### src/rtl/fetch_stage_pkg.sv
// Shared definitions for the instruction fetch stage of the WISC-SP19 core.
//   OPC_HALT      : opcode field value that stops fetch
//   PC_INC        : byte distance between consecutive instructions
//   fetch_state_e : fetch controller states
package fetch_stage_pkg;

  localparam logic [4:0] OPC_HALT = 5'b00000;
  localparam int         PC_INC   = 2;

  typedef enum logic {
    ST_FETCH  = 1'b0,
    ST_HALTED = 1'b1
  } fetch_state_e;

endpackage

### src/rtl/fetch_skid_buf.sv
// One-entry skid buffer holding a fetched word while decode is stalled.
//   clk, rst  : clock, asynchronous active-high reset
//   load      : capture in_instr/in_pc2 (entry becomes valid)
//   unload    : entry consumed by the IF/ID register
//   flush     : discard the entry (redirect); wins over load/unload
//   in_instr, in_pc2 : word and its PC+2 to capture
//   valid, instr, pc2 : current entry
module fetch_skid_buf #(
  parameter int ADDR_W  = 16,
  parameter int INSTR_W = 16
) (
  input  logic               clk,
  input  logic               rst,
  input  logic               load,
  input  logic               unload,
  input  logic               flush,
  input  logic [INSTR_W-1:0] in_instr,
  input  logic [ADDR_W-1:0]  in_pc2,
  output logic               valid,
  output logic [INSTR_W-1:0] instr,
  output logic [ADDR_W-1:0]  pc2
);

  logic               valid_q, valid_d;
  logic [INSTR_W-1:0] instr_q, instr_d;
  logic [ADDR_W-1:0]  pc2_q, pc2_d;

  always_comb begin
    valid_d = valid_q;
    instr_d = instr_q;
    pc2_d   = pc2_q;
    if (flush) begin
      valid_d = 1'b0;
    end else if (load) begin
      valid_d = 1'b1;
      instr_d = in_instr;
      pc2_d   = in_pc2;
    end else if (unload) begin
      valid_d = 1'b0;
    end
  end

  always_ff @(posedge clk or posedge rst) begin
    if (rst) begin
      valid_q <= 1'b0;
      instr_q <= '0;
      pc2_q   <= '0;
    end else begin
      valid_q <= valid_d;
      instr_q <= instr_d;
      pc2_q   <= pc2_d;
    end
  end

  assign valid = valid_q;
  assign instr = instr_q;
  assign pc2   = pc2_q;

endmodule

### src/rtl/fetch_stage.sv
// Instruction fetch + IF/ID pipeline register for the WISC-SP19 core.
// Issues one request at a time to a stalling instruction memory, parks a word
// in a one-entry skid buffer while decode stalls, handles redirect/flush and HALT.
//   clk, rst                  : clock, asynchronous active-high reset
//   imem_req/imem_addr        : fetch request, held stable until imem_ready
//   imem_ready/imem_rdata     : request completion and returned word
//   stall_id                  : decode cannot accept, IF/ID holds
//   redirect_valid/redirect_pc: taken branch/jump, flush and refetch
//   ifid_valid/instr/opcode/pc2 : IF/ID register contents to decode
//   halted                    : HALT delivered, fetch stopped
module fetch_stage
  import fetch_stage_pkg::*;
#(
  parameter int                ADDR_W   = 16,
  parameter int                INSTR_W  = 16,
  parameter logic [ADDR_W-1:0] RESET_PC = '0
) (
  input  logic               clk,
  input  logic               rst,
  output logic               imem_req,
  output logic [ADDR_W-1:0]  imem_addr,
  input  logic               imem_ready,
  input  logic [INSTR_W-1:0] imem_rdata,
  input  logic               stall_id,
  input  logic               redirect_valid,
  input  logic [ADDR_W-1:0]  redirect_pc,
  output logic               ifid_valid,
  output logic [INSTR_W-1:0] ifid_instr,
  output logic [4:0]         ifid_opcode,
  output logic [ADDR_W-1:0]  ifid_pc2,
  output logic               halted
);

  fetch_state_e       state_q, state_d;
  logic [ADDR_W-1:0]  fetch_pc_q, fetch_pc_d;
  logic [ADDR_W-1:0]  req_addr_q, req_addr_d;
  logic               busy_q, busy_d;
  logic               drop_q, drop_d;
  logic               ifid_valid_q, ifid_valid_d;
  logic [INSTR_W-1:0] ifid_instr_q, ifid_instr_d;
  logic [ADDR_W-1:0]  ifid_pc2_q, ifid_pc2_d;

  logic               resp, deliver, is_halt, issue, fetch_en;
  logic [ADDR_W-1:0]  deliv_pc2;
  logic               skid_valid, skid_load, skid_unload;
  logic [INSTR_W-1:0] skid_instr;
  logic [ADDR_W-1:0]  skid_pc2;

  assign resp      = busy_q & imem_ready;
  // A response in a redirect cycle is wrong-path and is discarded outright.
  assign deliver   = resp & ~drop_q & ~redirect_valid;
  assign deliv_pc2 = req_addr_q + ADDR_W'(PC_INC);
  assign is_halt   = deliver & (imem_rdata[INSTR_W-1 -: 5] == OPC_HALT);

  // Issue also in the ready cycle for back-to-back fetch. Hold off when the
  // delivered word is about to park in the skid, otherwise the next response
  // could arrive with the skid still full.
  assign issue = fetch_en & (~busy_q | resp) & ~skid_valid & ~redirect_valid &
                 ~is_halt & ~(deliver & stall_id);

  assign skid_load   = deliver & stall_id;
  assign skid_unload = skid_valid & ~stall_id & ~redirect_valid;

  fetch_skid_buf #(
    .ADDR_W  (ADDR_W),
    .INSTR_W (INSTR_W)
  ) u_skid (
    .clk      (clk),
    .rst      (rst),
    .load     (skid_load),
    .unload   (skid_unload),
    .flush    (redirect_valid),
    .in_instr (imem_rdata),
    .in_pc2   (deliv_pc2),
    .valid    (skid_valid),
    .instr    (skid_instr),
    .pc2      (skid_pc2)
  );

  // FSM: state register
  always_ff @(posedge clk or posedge rst) begin
    if (rst) state_q <= ST_FETCH;
    else     state_q <= state_d;
  end

  // FSM: next state
  always_comb begin
    state_d = state_q;
    if (redirect_valid)  state_d = ST_FETCH;
    else if (is_halt)    state_d = ST_HALTED;
  end

  // FSM: outputs
  always_comb begin
    fetch_en = (state_q == ST_FETCH);
    halted   = (state_q == ST_HALTED);
  end

  always_comb begin
    busy_d       = busy_q;
    drop_d       = drop_q;
    fetch_pc_d   = fetch_pc_q;
    req_addr_d   = req_addr_q;
    ifid_valid_d = ifid_valid_q;
    ifid_instr_d = ifid_instr_q;
    ifid_pc2_d   = ifid_pc2_q;

    if (resp) begin
      busy_d = 1'b0;
      drop_d = 1'b0;
    end
    if (deliver) fetch_pc_d = deliv_pc2;
    if (issue) begin
      busy_d     = 1'b1;
      // fetch_pc_q has not yet advanced past the word delivered this cycle
      req_addr_d = deliver ? deliv_pc2 : fetch_pc_q;
    end

    if (redirect_valid) begin
      ifid_valid_d = 1'b0;
      fetch_pc_d   = redirect_pc;
      // Request still outstanding: keep it on the bus, discard its data later
      if (busy_q & ~imem_ready) drop_d = 1'b1;
    end else if (!stall_id) begin
      if (skid_valid) begin
        ifid_valid_d = 1'b1;
        ifid_instr_d = skid_instr;
        ifid_pc2_d   = skid_pc2;
      end else if (deliver) begin
        ifid_valid_d = 1'b1;
        ifid_instr_d = imem_rdata;
        ifid_pc2_d   = deliv_pc2;
      end else begin
        ifid_valid_d = 1'b0;
      end
    end
  end

  always_ff @(posedge clk or posedge rst) begin
    if (rst) begin
      fetch_pc_q   <= RESET_PC;
      req_addr_q   <= '0;
      busy_q       <= 1'b0;
      drop_q       <= 1'b0;
      ifid_valid_q <= 1'b0;
      ifid_instr_q <= '0;
      ifid_pc2_q   <= '0;
    end else begin
      fetch_pc_q   <= fetch_pc_d;
      req_addr_q   <= req_addr_d;
      busy_q       <= busy_d;
      drop_q       <= drop_d;
      ifid_valid_q <= ifid_valid_d;
      ifid_instr_q <= ifid_instr_d;
      ifid_pc2_q   <= ifid_pc2_d;
    end
  end

  assign imem_req    = busy_q;
  assign imem_addr   = req_addr_q;
  assign ifid_valid  = ifid_valid_q;
  assign ifid_instr  = ifid_instr_q;
  assign ifid_opcode = ifid_instr_q[INSTR_W-1 -: 5];
  assign ifid_pc2    = ifid_pc2_q;

endmodule

### config.mk
export PLATFORM = sky130hd
export DESIGN_NAME = fetch_stage
export DESIGN_NICKNAME = d
export VERILOG_FILES = /design/src/rtl/fetch_stage_pkg.sv /design/src/rtl/fetch_skid_buf.sv /design/src/rtl/fetch_stage.sv
export SDC_FILE = /design/constraint.sdc
export NUM_CORES = 1
export LEC_CHECK = 0
export CORE_UTILIZATION = 44
export CTS_BUF_LIST = sky130_fd_sc_hd__clkbuf_2 sky130_fd_sc_hd__clkbuf_4 sky130_fd_sc_hd__clkbuf_8
export DETAILED_ROUTE_END_ITERATION = 6
export DONT_BUFFER_PORTS = 1
export SKIP_LAST_GASP = 1
export SYNTH_ARGS = -nofsm -noshare
export SYNTH_HDL_FRONTEND = slang
export SYNTH_HIERARCHICAL = 1
export SYNTH_SLANG_ARGS = --single-unit
### constraint.sdc
create_clock -name clk -period 2.8 [get_ports clk]
set_input_delay 0.56 -clock clk [delete_from_list [all_inputs] [get_ports clk]]
set_output_delay 0.56 -clock clk [all_outputs]
set_load 0.1 [all_outputs]
==> qor.yml <==
status:
  status: "completed"
logic_synthesis:
  synth.top_cells.by_area: "dfrtp_1 51%, mux2_4 9.0%, mux2i_1 5.0%"
  synth_compound_area_frac: 0.118
  async_flop_share: 1.00
  yosysSeqAreaShare: 0.507
  yosysUniqueCellTypes: 56
  synth.cell_area_um2: 4980
  synth_seq_cells: 101
  synth-main-ff-cell: "dfrtp_1"
  yosys.area.top_type_share: 0.507
  yosysTopAreaCell: "dfrtp_1"
  yosys.area_share.xor_xnor: 0.0141
  synth_warnings: 6
  synthAdderAreaFrac: 0.00251
  synth_top_family_by_area: "multiplexers"
  synth_fp_nets: 482
  syn_area_per_cell_um2: 11.2
  synth.mux.area_fraction: 0.168
  synth_cells: 444
  synthSimpleGateAreaFrac: 0.129
  synth-edff-count: 0
cts:
  cts_setup_buffers: 0
  cts_max_path_buffers: 2
  cts_resized: 0
  cts_tree: "built"
  htreeDepth: 3
  cts_hold_buf: 0
  cts_root_buffer: "clkbuf_8"
  cts.reportedPaths.clkPinSlew_ns: 0.10
  insertion_delay_ns: 0.37
  numCtsBuffers: 9
  cts_sinks: 101
setup_path:
  max_stage_delay_ns: 0.49
  worstSetupPathType: "reg -> reg"
  cp_max_fo: 8
  cp_slowest_cell: "dfrtp_1"
  cp_top_family: "simple AND/OR/NAND/NOR gates"
  critPathLaunchType: "flop"
  end_kind: "flop"
  path_buf_inv: 1
  r2r-end: "u_skid/pc2[15]"
  critPathArrivalTime_ns: 2.31
  worstSetupStartpoint: "imem_addr[1]"
  regToRegStartpoint: "imem_addr[1]"
  r2r_setup_slack_ns: 0.76
  reg2reg_depth: 6
  crit_required_ns: 3.07
  path_cells: "ha_1 > nand2_1 > nor4_1 > xnor2_1 > inv_1 > mux2_4"
detailed_routing:
  wire_per_inst_um: 18.9
  totalWireLength_um: 11200
  drtIter0Drc: 137
  dr_total_vias: 3318
  route.detailed.drc: 0
  viasPerCell: 5.60
  drtPass1Iterations: 4
  ant_nets: 0
floorplanning:
  start_util: 0.455
  die_w_um: 108
  die_area_um2: 11700
  pin_count: 93
  rows: 38
  die_y_um: 108
  core_um2: 10900
timing:
  worst_slew_pin_slew_ns: 1.01
  clock.fmax_ghz: 0.489
  skew_ns: 0.00900
  rsz0062_at_grt: "no"
  max_slew_margin: 0.325
  hold_viol: 0
  tns_ns: 0
  period_needed_ns: 2.04
  setup_viol: 0
  drv_slew: 0
  period_share: 0.730
grt:
  grt_overflow: 0
  grt_use_total: 0.202
  antenna_found_initial: 0
  grt_pass1_vias: 3343
  grt_first_pass_wirelength_um: 17900
  grt_max_degree: 69
cells_and_area:
  drive_gt1_frac: 0.234
  nets: 486
  diodes: 0
  final_common_cell: "dfrtp_1"
  mostFrequentLayoutCells: "95 x dfrtp_1, 50 x o21ai_0, 42 x nand2_1"
  areaGrowthSynthToFinish_pct: 7.74
placed_design:
  post-dp-hpwl_um: 7720
  port_buffers: 0
  gp_congestion: 0.832
run:
  maxCapViolCount: 0
hold_path:
  hold_class: "in -> async"
==> sequential cells by signal, indices dropped and copies added (netlist names), named ones only <==
signal        flops
fetch_pc_q       16
halted            1
ifid_instr       16
ifid_pc2         16
ifid_valid        1
imem_addr        16
imem_req          1
u_skid/instr     16
u_skid/pc2       16
u_skid/valid      1
==> worst max-delay path by stage <==
stage | to | slack (ns) | cells after the start
4_1_cts | ifid_pc2[9] | 0.78 | 4
6_report | u_skid/pc2[15] | 0.76 | 6
2_1_floorplan | u_skid/instr[0] | 0.30 | 9
3_5_place_dp | imem_addr[10] | 0.65 | 4
5_1_grt | ifid_pc2[9] | 0.63 | 4
3_3_place_gp | ifid_pc2[9] | 0.72 | 4
==> layout make-up <==
class / instances / area [um^2]
fill: 995 / 5570
timing repair buffer: 27 / 228
clock buffer: 11 / 151
tap: 140 / 175
multi-input combinational: 296 / 2170
clock inverter: 5 / 58.8
sequential: 101 / 2530
inverter: 13 / 48.8
==> cell families after synthesis <==
logic type | Yosys count
xor+xnor | 8
flops | 101
buf+inv | 47
fa+ha+maj | 1
mux | 67
simple gates | 119
compound gates | 101
==> cells in the mapped netlist, types with 2 or more instances <==
library cell and instances:
or4_4 2, o211ai_1 6, or4_1 4, mux2i_1 25, a21o_1 2, nor4_1 4
dfrtp_1 101, a211oi_1 2, or3_1 2, nand2_1 42, buf_4 9, buf_12 3
nand2b_1 3, o22ai_1 2, buf_2 7, and3_1 6, xnor2_1 6, a31oi_1 3
or2_2 4, buf_6 2, clkbuf_8 2, a2bb2oi_1 2, nand3_1 12, clkbuf_1 10
o21a_1 3, mux2_4 30, and2_1 2, a21oi_1 19, inv_1 12, o31ai_1 4
nor2_1 15, o21ai_0 50, mux2_2 12, nor3_1 13, xor2_1 2
==> stage by stage <==
stage / cell area (um^2) / hold slack [ns] / utilization / worst slack, ns / cells
after floorplan: 4980 / 0.473 / - / 0.296 / 444
after global placement: 5160 / 0.485 / 0.472 / 0.717 / 577
after detailed placement: 5160 / 0.492 / 0.472 / 0.650 / 577
after CTS: 5370 / 0.147 / 0.491 / 0.777 / 593
after global routing: 5370 / 0.157 / 0.491 / 0.633 / 593
final: 5370 / 0.132 / 0.491 / 0.756 / 593
==> routing by layer <==
metal	GRT usage	wire, um
met1	0.263	5050
met2	0.320	5170
met3	0.0615	817
met4	0.0705	147
met5	0	0
Power is left out: the tool's default activity adds up to more than one toggle a clock period on the data nets, which glitch-free logic cannot reach.
